--- src/rtl/cbuf_fill_parser.sv ---
// cbuf_fill_parser: walks a stream of tagged 132-bit words through one fill
// (fill header, waveform header, num_bursts data words, checksum), latches the
// header fields, unpacks eight 12-bit samples per data word, keeps a running
// XOR checksum over payloads and records sticky protocol errors.
//
// Handshake: a word transfers on a rising edge where valid and ready are both
// high. A producer keeps valid and its data stable until that edge. Ready may
// depend on the other side's state but never on valid. in_ready drops only
// while a sample beat is waiting for samp_ready, so every word type stalls
// behind an unconsumed sample.
module cbuf_fill_parser #(
  parameter int CHK_SEXT = 1
) (
  input  logic         clk,
  input  logic         rst,
  input  logic [131:0] in_dat,
  input  logic         in_valid,
  output logic         in_ready,
  output logic [23:0]  fill_num,
  output logic [13:0]  num_bursts,
  output logic [15:0]  pre_trig,
  output logic [25:0]  start_adr,
  output logic [11:0]  channel_tag,
  output logic [3:0]   xadc_alarms,
  output logic [95:0]  samp_dat,
  output logic         samp_valid,
  input  logic         samp_ready,
  output logic         fill_done,
  output logic         cksum_ok,
  output logic [4:0]   err,
  input  logic         err_clr,
  output logic [1:0]   dbg_state
);

  typedef enum logic [1:0] {
    FILL_HDR = 2'd0,
    WFM_HDR  = 2'd1,
    DATA     = 2'd2,
    CKSUM    = 2'd3
  } state_t;

  state_t         state;
  state_t         state_nx;
  logic [3:0]     tag;
  logic [127:0]   pl;
  logic           accept;
  logic [127:0]   cksum_acc;
  logic [13:0]    cnt;

  logic           do_fill;
  logic           do_wfm;
  logic           do_data;
  logic           do_ck;
  logic [4:0]     err_set;
  logic           mark_bad;
  logic           fill_field_bad;
  logic           wfm_field_bad;
  logic           sext_any;
  logic           sext_bad;
  logic [95:0]    samp_pack;

  assign tag       = in_dat[131:128];
  assign pl        = in_dat[127:0];
  assign in_ready  = !(samp_valid && !samp_ready);
  assign accept    = in_valid && in_ready;
  assign dbg_state = state;

  // Word decode: header marker, header field consistency, sample unpacking and sign-extension check.
  always_comb begin
    mark_bad       = (pl[127:126] != 2'b01);
    fill_field_bad = (pl[122] != 1'b1) || (pl[87:76] != 12'd1);
    wfm_field_bad  = (pl[114] != 1'b1)
                  || (pl[13:0] != num_bursts)
                  || ({pl[78:75], pl[25:14]} != pre_trig)
                  || (pl[51:26] != start_adr)
                  || (pl[74:52] != 23'd1)
                  || (pl[109:98] != channel_tag);
    sext_any  = 1'b0;
    samp_pack = '0;
    for (int k = 0; k < 8; k++) begin
      samp_pack[12*k +: 12] = pl[16*k +: 12];
      if (pl[16*k+12 +: 4] != {4{pl[16*k+11]}}) sext_any = 1'b1;
    end
    sext_bad = (CHK_SEXT != 0) && sext_any;
  end

  // State register.
  always_ff @(posedge clk) begin
    if (rst) state <= FILL_HDR;
    else     state <= state_nx;
  end

  // Next state and per-word actions; a tag-1 word always starts a new fill.
  always_comb begin
    state_nx = state;
    do_fill  = 1'b0;
    do_wfm   = 1'b0;
    do_data  = 1'b0;
    do_ck    = 1'b0;
    err_set  = 5'd0;
    if (accept) begin
      if (tag == 4'd1) begin
        do_fill  = 1'b1;
        state_nx = WFM_HDR;
        if (state != FILL_HDR) err_set[1] = 1'b1;
        if (mark_bad)          err_set[2] = 1'b1;
        if (fill_field_bad)    err_set[3] = 1'b1;
      end else begin
        case (state)
          FILL_HDR: err_set[1] = 1'b1;
          WFM_HDR: begin
            if (tag == 4'd2) begin
              do_wfm   = 1'b1;
              state_nx = (num_bursts == 14'd0) ? CKSUM : DATA;
              if (mark_bad)      err_set[2] = 1'b1;
              if (wfm_field_bad) err_set[3] = 1'b1;
            end else begin
              err_set[1] = 1'b1;
              state_nx   = FILL_HDR;
            end
          end
          DATA: begin
            if (tag == 4'd3) begin
              do_data  = 1'b1;
              state_nx = (cnt == 14'd1) ? CKSUM : DATA;
              if (sext_bad) err_set[4] = 1'b1;
            end else begin
              err_set[1] = 1'b1;
              state_nx   = FILL_HDR;
            end
          end
          CKSUM: begin
            if (tag == 4'd4) begin
              do_ck    = 1'b1;
              state_nx = FILL_HDR;
              if (pl != cksum_acc) err_set[0] = 1'b1;
            end else begin
              err_set[1] = 1'b1;
              state_nx   = FILL_HDR;
            end
          end
          default: state_nx = FILL_HDR;
        endcase
      end
    end
  end

  // Datapath: field latches, checksum accumulator, burst counter, sample register, sticky errors.
  always_ff @(posedge clk) begin
    if (rst) begin
      fill_num    <= '0;
      num_bursts  <= '0;
      pre_trig    <= '0;
      start_adr   <= '0;
      channel_tag <= '0;
      xadc_alarms <= '0;
      samp_dat    <= '0;
      samp_valid  <= 1'b0;
      fill_done   <= 1'b0;
      cksum_ok    <= 1'b0;
      err         <= '0;
      cksum_acc   <= '0;
      cnt         <= '0;
    end else begin
      fill_done <= do_ck;
      if (do_ck) cksum_ok <= (pl == cksum_acc);
      if (do_fill) begin
        fill_num    <= pl[23:0];
        num_bursts  <= pl[40:27];
        pre_trig    <= pl[103:88];
        start_adr   <= pl[75:50];
        channel_tag <= pl[121:110];
        cksum_acc   <= pl;
      end
      if (do_wfm) begin
        cksum_acc   <= cksum_acc ^ pl;
        xadc_alarms <= pl[113:110];
        cnt         <= num_bursts;
      end
      if (do_data) begin
        cksum_acc  <= cksum_acc ^ pl;
        cnt        <= cnt - 14'd1;
        samp_dat   <= samp_pack;
        samp_valid <= 1'b1;
      end else if (samp_ready) begin
        samp_valid <= 1'b0;
      end
      if (err_clr) err <= '0;
      else         err <= err | err_set;
    end
  end

endmodule

--- config.mk ---
export PLATFORM = sky130hd
export DESIGN_NAME = cbuf_fill_parser
export DESIGN_NICKNAME = d
export VERILOG_FILES = /design/src/rtl/cbuf_fill_parser.sv
export SDC_FILE = /design/constraint.sdc
export NUM_CORES = 1
export LEC_CHECK = 0
export CAP_MARGIN = 20
export CORE_MARGIN = 3
export CORE_UTILIZATION = 55
export CTS_CLUSTER_DIAMETER = 200
export CTS_CLUSTER_SIZE = 28
export DETAILED_ROUTE_END_ITERATION = 10
export PLACE_DENSITY = 0.89
export SLEW_MARGIN = 5
export SYNTH_ARGS = -nofsm -noshare
export SYNTH_HDL_FRONTEND = slang
export SYNTH_SLANG_ARGS = --single-unit
--- constraint.sdc ---
create_clock -name clk -period 4.25 [get_ports clk]
set_input_delay 0.425 -clock clk [delete_from_list [all_inputs] [get_ports clk]]
set_output_delay 0.425 -clock clk [all_outputs]
set_load 0.1 [all_outputs]
---- After elaboration in Yosys (flattened, before gate mapping) ----
Index checks and enable logic that the tools add are counted.
storage, ports and cells
  bits in registers ....................... 344
  output and inout bits ................... 203
cells by class
  $add $sub $neg .......................... 1
  equality and inequality tests ........... 25
  muxes and demuxes ....................... 55
  bitwise logic cells ..................... 4
  reductions and logical operators ........ 19
operators with widths
  kind                     count
  $mux W128                3
  $eq A128 B128 Y1         1
  $ne A128 B128 Y1         1
  $xor A128 B128 Y128      1
  $mux W1                  41
  $ne A4 B4 Y1             8
  $mux W14                 2
  $ne A26 B26 Y1           1
  $ne A23 B1 Y1 const B    1
  $ne A16 B16 Y1           1
  $eq A14 B1 Y1 const B    1
  $logic_not A14 Y1        1
  $ne A14 B14 Y1           1
  $sub A14 B1 Y14 const B  1
  $ne A12 B1 Y1 const B    1
  $ne A12 B12 Y1           1
  $mux W2                  5
  $eq A4 B2 Y1 const B     2
  $logic_or A1 B1 Y1       6
  $pmux W2 S3              1
  $reduce_bool A2 Y1       3
  $mux W5                  1
  $or A5 B5 Y5             1
  $eq A2 B2 Y1 const B     2
  other kinds (14)         17

---- Longest topological paths before layout ----
  word-level depth ........................ 15
  gate-level depth with buffers ........... 9
  mapped depth without buffers ............ 6

---- Least setup slack after synthesis ----
No wires, ideal clock.
  kind .................................... register -> register
  start ................................... register samp_valid
  end ..................................... register cksum_acc[101]
  data arrival time ....................... 3.316 ns
  required time ........................... 4.135 ns
  path slack .............................. 0.820 ns
  stages on the path, launching flop included .. 9
  clock period less this slack ............ 3.430 ns
  path through ............................ dfxtp_1 > nand2b_1 > and2_0 > clkbuf_1 > a31oi_1 > nand2_1 > buf_2 > buf_1 > o21a_1
between the ends
  word-level cells in the longest chain between the ends .. 6
  elaborated cells between the ends (all ways) .. 9
RTL lines
  what                    line  text
  from (decl)             26    output logic samp_valid,
  from (signal assigned)  158   samp_valid <= 1'b0;
  from (signal assigned)  184   samp_valid <= 1'b1;
  from (signal assigned)  186   samp_valid <= 1'b0;
  $logic_and A1 B1 Y1 *   64    assign in_ready = !(samp_valid && !samp_ready);
  $logic_not A1 Y1 *      64
  net in_ready            18    output logic in_ready,
  $logic_and A1 B1 Y1 *   65    assign accept = in_valid && in_ready;
  $mux W1                 101   if (accept) begin
  $mux W128               175   if (do_wfm) begin
  $mux W128               180   if (do_data) begin
  to (signal assigned)    173   cksum_acc <= pl;
  to (signal assigned)    176   cksum_acc <= cksum_acc ^ pl;
  to (signal assigned)    181   cksum_acc <= cksum_acc ^ pl;
  to (decl)               47    logic [127:0] cksum_acc;
Mark *: on every way through the listed nets, which the timed path passes. The rest lies on a longest branch.
A chain may end at the register's enable or synchronous reset.

---- Worst setup path in the final report ----
  start ................................... input in_dat[129]
  end ..................................... register cksum_acc[88]
between the ends
  word-level cells in the longest chain between the ends .. 7
  elaborated cells between the ends (all ways) .. 16
RTL lines
  what          line  text
  from (decl)   16    input logic [131:0] in_dat,
  $eq A4 B2 Y1  112   if (tag == 4'd2) begin
  $mux W1       112
  $mux W1       109   case (state)
  $mux W1       102   if (tag == 4'd1) begin
  $mux W1       101
  $mux W128     175
  $mux W128     180
Parallel ways exist; a longest one is shown, timed or not.

==> flow_summary.ini <==
[synthesis]
synthMuxAreaShare_pct = 0.0705
synth_simple_gate_area_share_pct = 19.1
synth_compound_area_share_pct = 22.2
async_flop_share_pct = 0
synth_top_family_by_area = compound AO/OA/AOI/OAI gates
ys_seq_area_share_pct = 43.1
yosysTopAreaCell = dfxtp_1
synth.distinct_cells = 54
ys.flop_type = dfxtp_1
ys_seq_elements = 344
synthTopCellsByArea = dfxtp_1 43%, a21oi_1 10%, nand2_1 9.4%
syn-cell-area_um2 = 16000
yosysWarnings = 0
synth_xor_xnor_area_share_pct = 10.6
syn_nets = 2101
synth_fa_ha_area_share_pct = 0.157
synth_common_cells = 401 x nand2_1, 344 x dfxtp_1, 332 x a21oi_1
synthCells = 1962
synth_top_area_share_pct = 43.1
yosysMostFrequentCell = nand2_1
synth-edff-count = 0
avgSynthCellArea_um2 = 8.14

[timing]
setup_slack_ps = 1440
hold_viol_final = 0
max_freq_ghz = 0.356
period_minus_slack_ps = 2810
fin_skew_ps = 32.9
relSlewSlack_pct = 26.6
finalSetupTns_ps = 0
fin_crit_sh_pct = 66.1
rsz0062_at_grt = false
tightest_slew_ps = 1100
finalSetupViolCount = 0
drv_slew = 0

[critical_path]
crit_end = cksum_acc[88]
rrSetupSlack_ps = 1580
worstSetupStartpointType = input port
regToRegStartpoint = samp_valid
reg2reg_to = cksum_acc[88]
crit_start = in_dat[129]
crit_arrival_ps = 3280
critical_path_class = input port to flip-flop
worstPathRequired_ps = 4720
ff2ff_path_depth = 7
crit_fanout = 54
endpoint_kind = flip-flop

[die]
start_util_pct = 56.7
row_count = 61
core_area_um2 = 28200
die_area_um2 = 31100
chipHeight_um = 176
io_pins = 340
die_x_um = 176

[route]
ant_nets = 0
vias = 16181
firstDrtPassIters = 6
route.detailed.drc = 0
viasPerCell = 6.38
wirelength_mm = 56.4
wl_per_cell_um = 22.2
drt-initial-drc-count = 2052

[run_status]
outcome = finished, final reports clean

[clocking]
ctsResizeCount = 0
clk_latency_ps = 530
clock-sinks = 344
cts_tree = yes
hold_buffers = 0
numCtsBuffers = 16
cts_buffer_depth = 3
cts_setup_buffers = 0
htreeDepth = 1
cts-root-buf = clkbuf_16
clk_pin_slew_ps = 110

[placed_design]
place_congestion = 0.955
hpwl_mm = 40.2
port_buffers = 339
post-place-ws_ps = 1060

[pwr]
p_leak_uw = 0.00697
p_comb_share_pct = 12.6
pwr_density_cell_nw_per_um2 = 293
pwr-share-seq_pct = 56.3
power.total_uw = 5810
p_sw_share_pct = 27.0
switchingPower_uw = 1570
p_int_uw = 4240
ir_drop_mv = 0.325
power_frac_clock_pct = 31.1

[layout]
area_growth_pct = 24.4
fin_nets = 2299
drive_gt1_share_pct = 2.87
fill_cells = 2115
diodes = 0

[job]
maxCapViolations = 0

[global_route]
antenna_found_initial = 2
grt_pass1_vias = 14914
grt_usage_pct = 34.2
grtUsageMet3_pct = 7.10
grt_pass1_wl_mm = 84.0
use_met1_pct = 43.0
grt-busiest-layer = met2
grt_use_met2_pct = 55.2
grt_overflow_total = 0
grt_max_degree = 129

[worst_hold_path]
holdCritPathClass = input port to flip-flop
power by group through the flow:
stage          Clock, uW  Combinational (uW)  Sequential, uW
2_1_floorplan          0                 294            3420
3_3_place_gp           0                 696            3340
3_5_place_dp           0                 708            3340
4_1_cts             1810                 713            3270
5_1_grt             1910                 761            3280
6_report            1810                 734            3270
metrics by stage:
step	hold WS (ps)	cell area (um2)	util (%)	std cells
after floorplan	451	16000	-	1962
after detailed placement	446	19400	68.9	2520
after global placement	441	19400	68.9	2520
after CTS	432	19900	70.5	2538
after global routing	471	19900	70.5	2538
final	401	19900	70.5	2538
layout by cell type, fill, tap and decap left out, drive strengths merged, types with 2 or more instances in the layout:
master	instances
a21oi	332
a221oi	2
a311oi	97
a31oi	7
a41oi	2
and3	38
buf	29
clkbuf	17
clkdlybuf4s50	338
dfxtp	344
ha	2
inv	9
nand2	401
nand2b	6
nand3	15
nand3b	2
nand4	21
nor2	52
nor3	15
nor4	84
nor4b	2
o211ai	4
o21a	100
o21ai	10
o311ai	3
or3	8
or4	10
xnor2	28
xor2	166
state kept, by name, summed over array words and instances, names as in the netlist:
signal and cells:
samp_dat 96, err 5, fill_num 24, dbg_state 2, cksum_ok 1, start_adr 26, cksum_acc 128, pre_trig 16
xadc_alarms 4, num_bursts 14, samp_valid 1, channel_tag 12, fill_done 1, cnt 14
kinds of logic after synthesis:
| family | after synthesis |
|---|---|
| simple gates | 658 |
| compound gates | 568 |
| flops | 344 |
| buf+inv | 195 |
| xor+xnor | 194 |
| fa+ha+maj | 2 |
| mux | 1 |
worst max-delay path, cell delays in order:
cell,delay (ps)
clkdlybuf4s50_1,580
nor2_1,110
nand3b_1,230
or2_4,610
buf_4,560
a21oi_1,190
a311oi_1,350
o21a_1,170
routing by layer:
layer,vias up,share of wire [%]
li1,7269,-
met1,7665,36
met2,1011,45
met3,232,12
met4,4,7.0
met5,-,0.055
worst min-delay path by stage:
stage | from | to | slack (ps) | cells after the start
floorplan | cnt[11] | cnt[11] | 450 | 2
global placement | samp_dat[66] | samp_dat[66] | 440 | 2
detailed placement | fill_num[11] | fill_num[11] | 450 | 2
CTS | rst | samp_dat[21] | 430 | 2
global route | rst | fill_num[21] | 470 | 2
finish | rst | fill_num[14] | 400 | 2
layout make-up:
cell class / instances / area, um2 / area share (%)
Clock inverter: 1 / 20.0 / 0.101
Multi-Input combinational cell: 1423 / 8350 / 42.1
Clock buffer: 17 / 425 / 2.14
Tap cell: 378 / 473 / 2.38
Timing Repair Buffer: 367 / 3670 / 18.5
Sequential cell: 344 / 6890 / 34.7
Inverter: 8 / 30.0 / 0.151
Power figures use the tool's default switching activity.
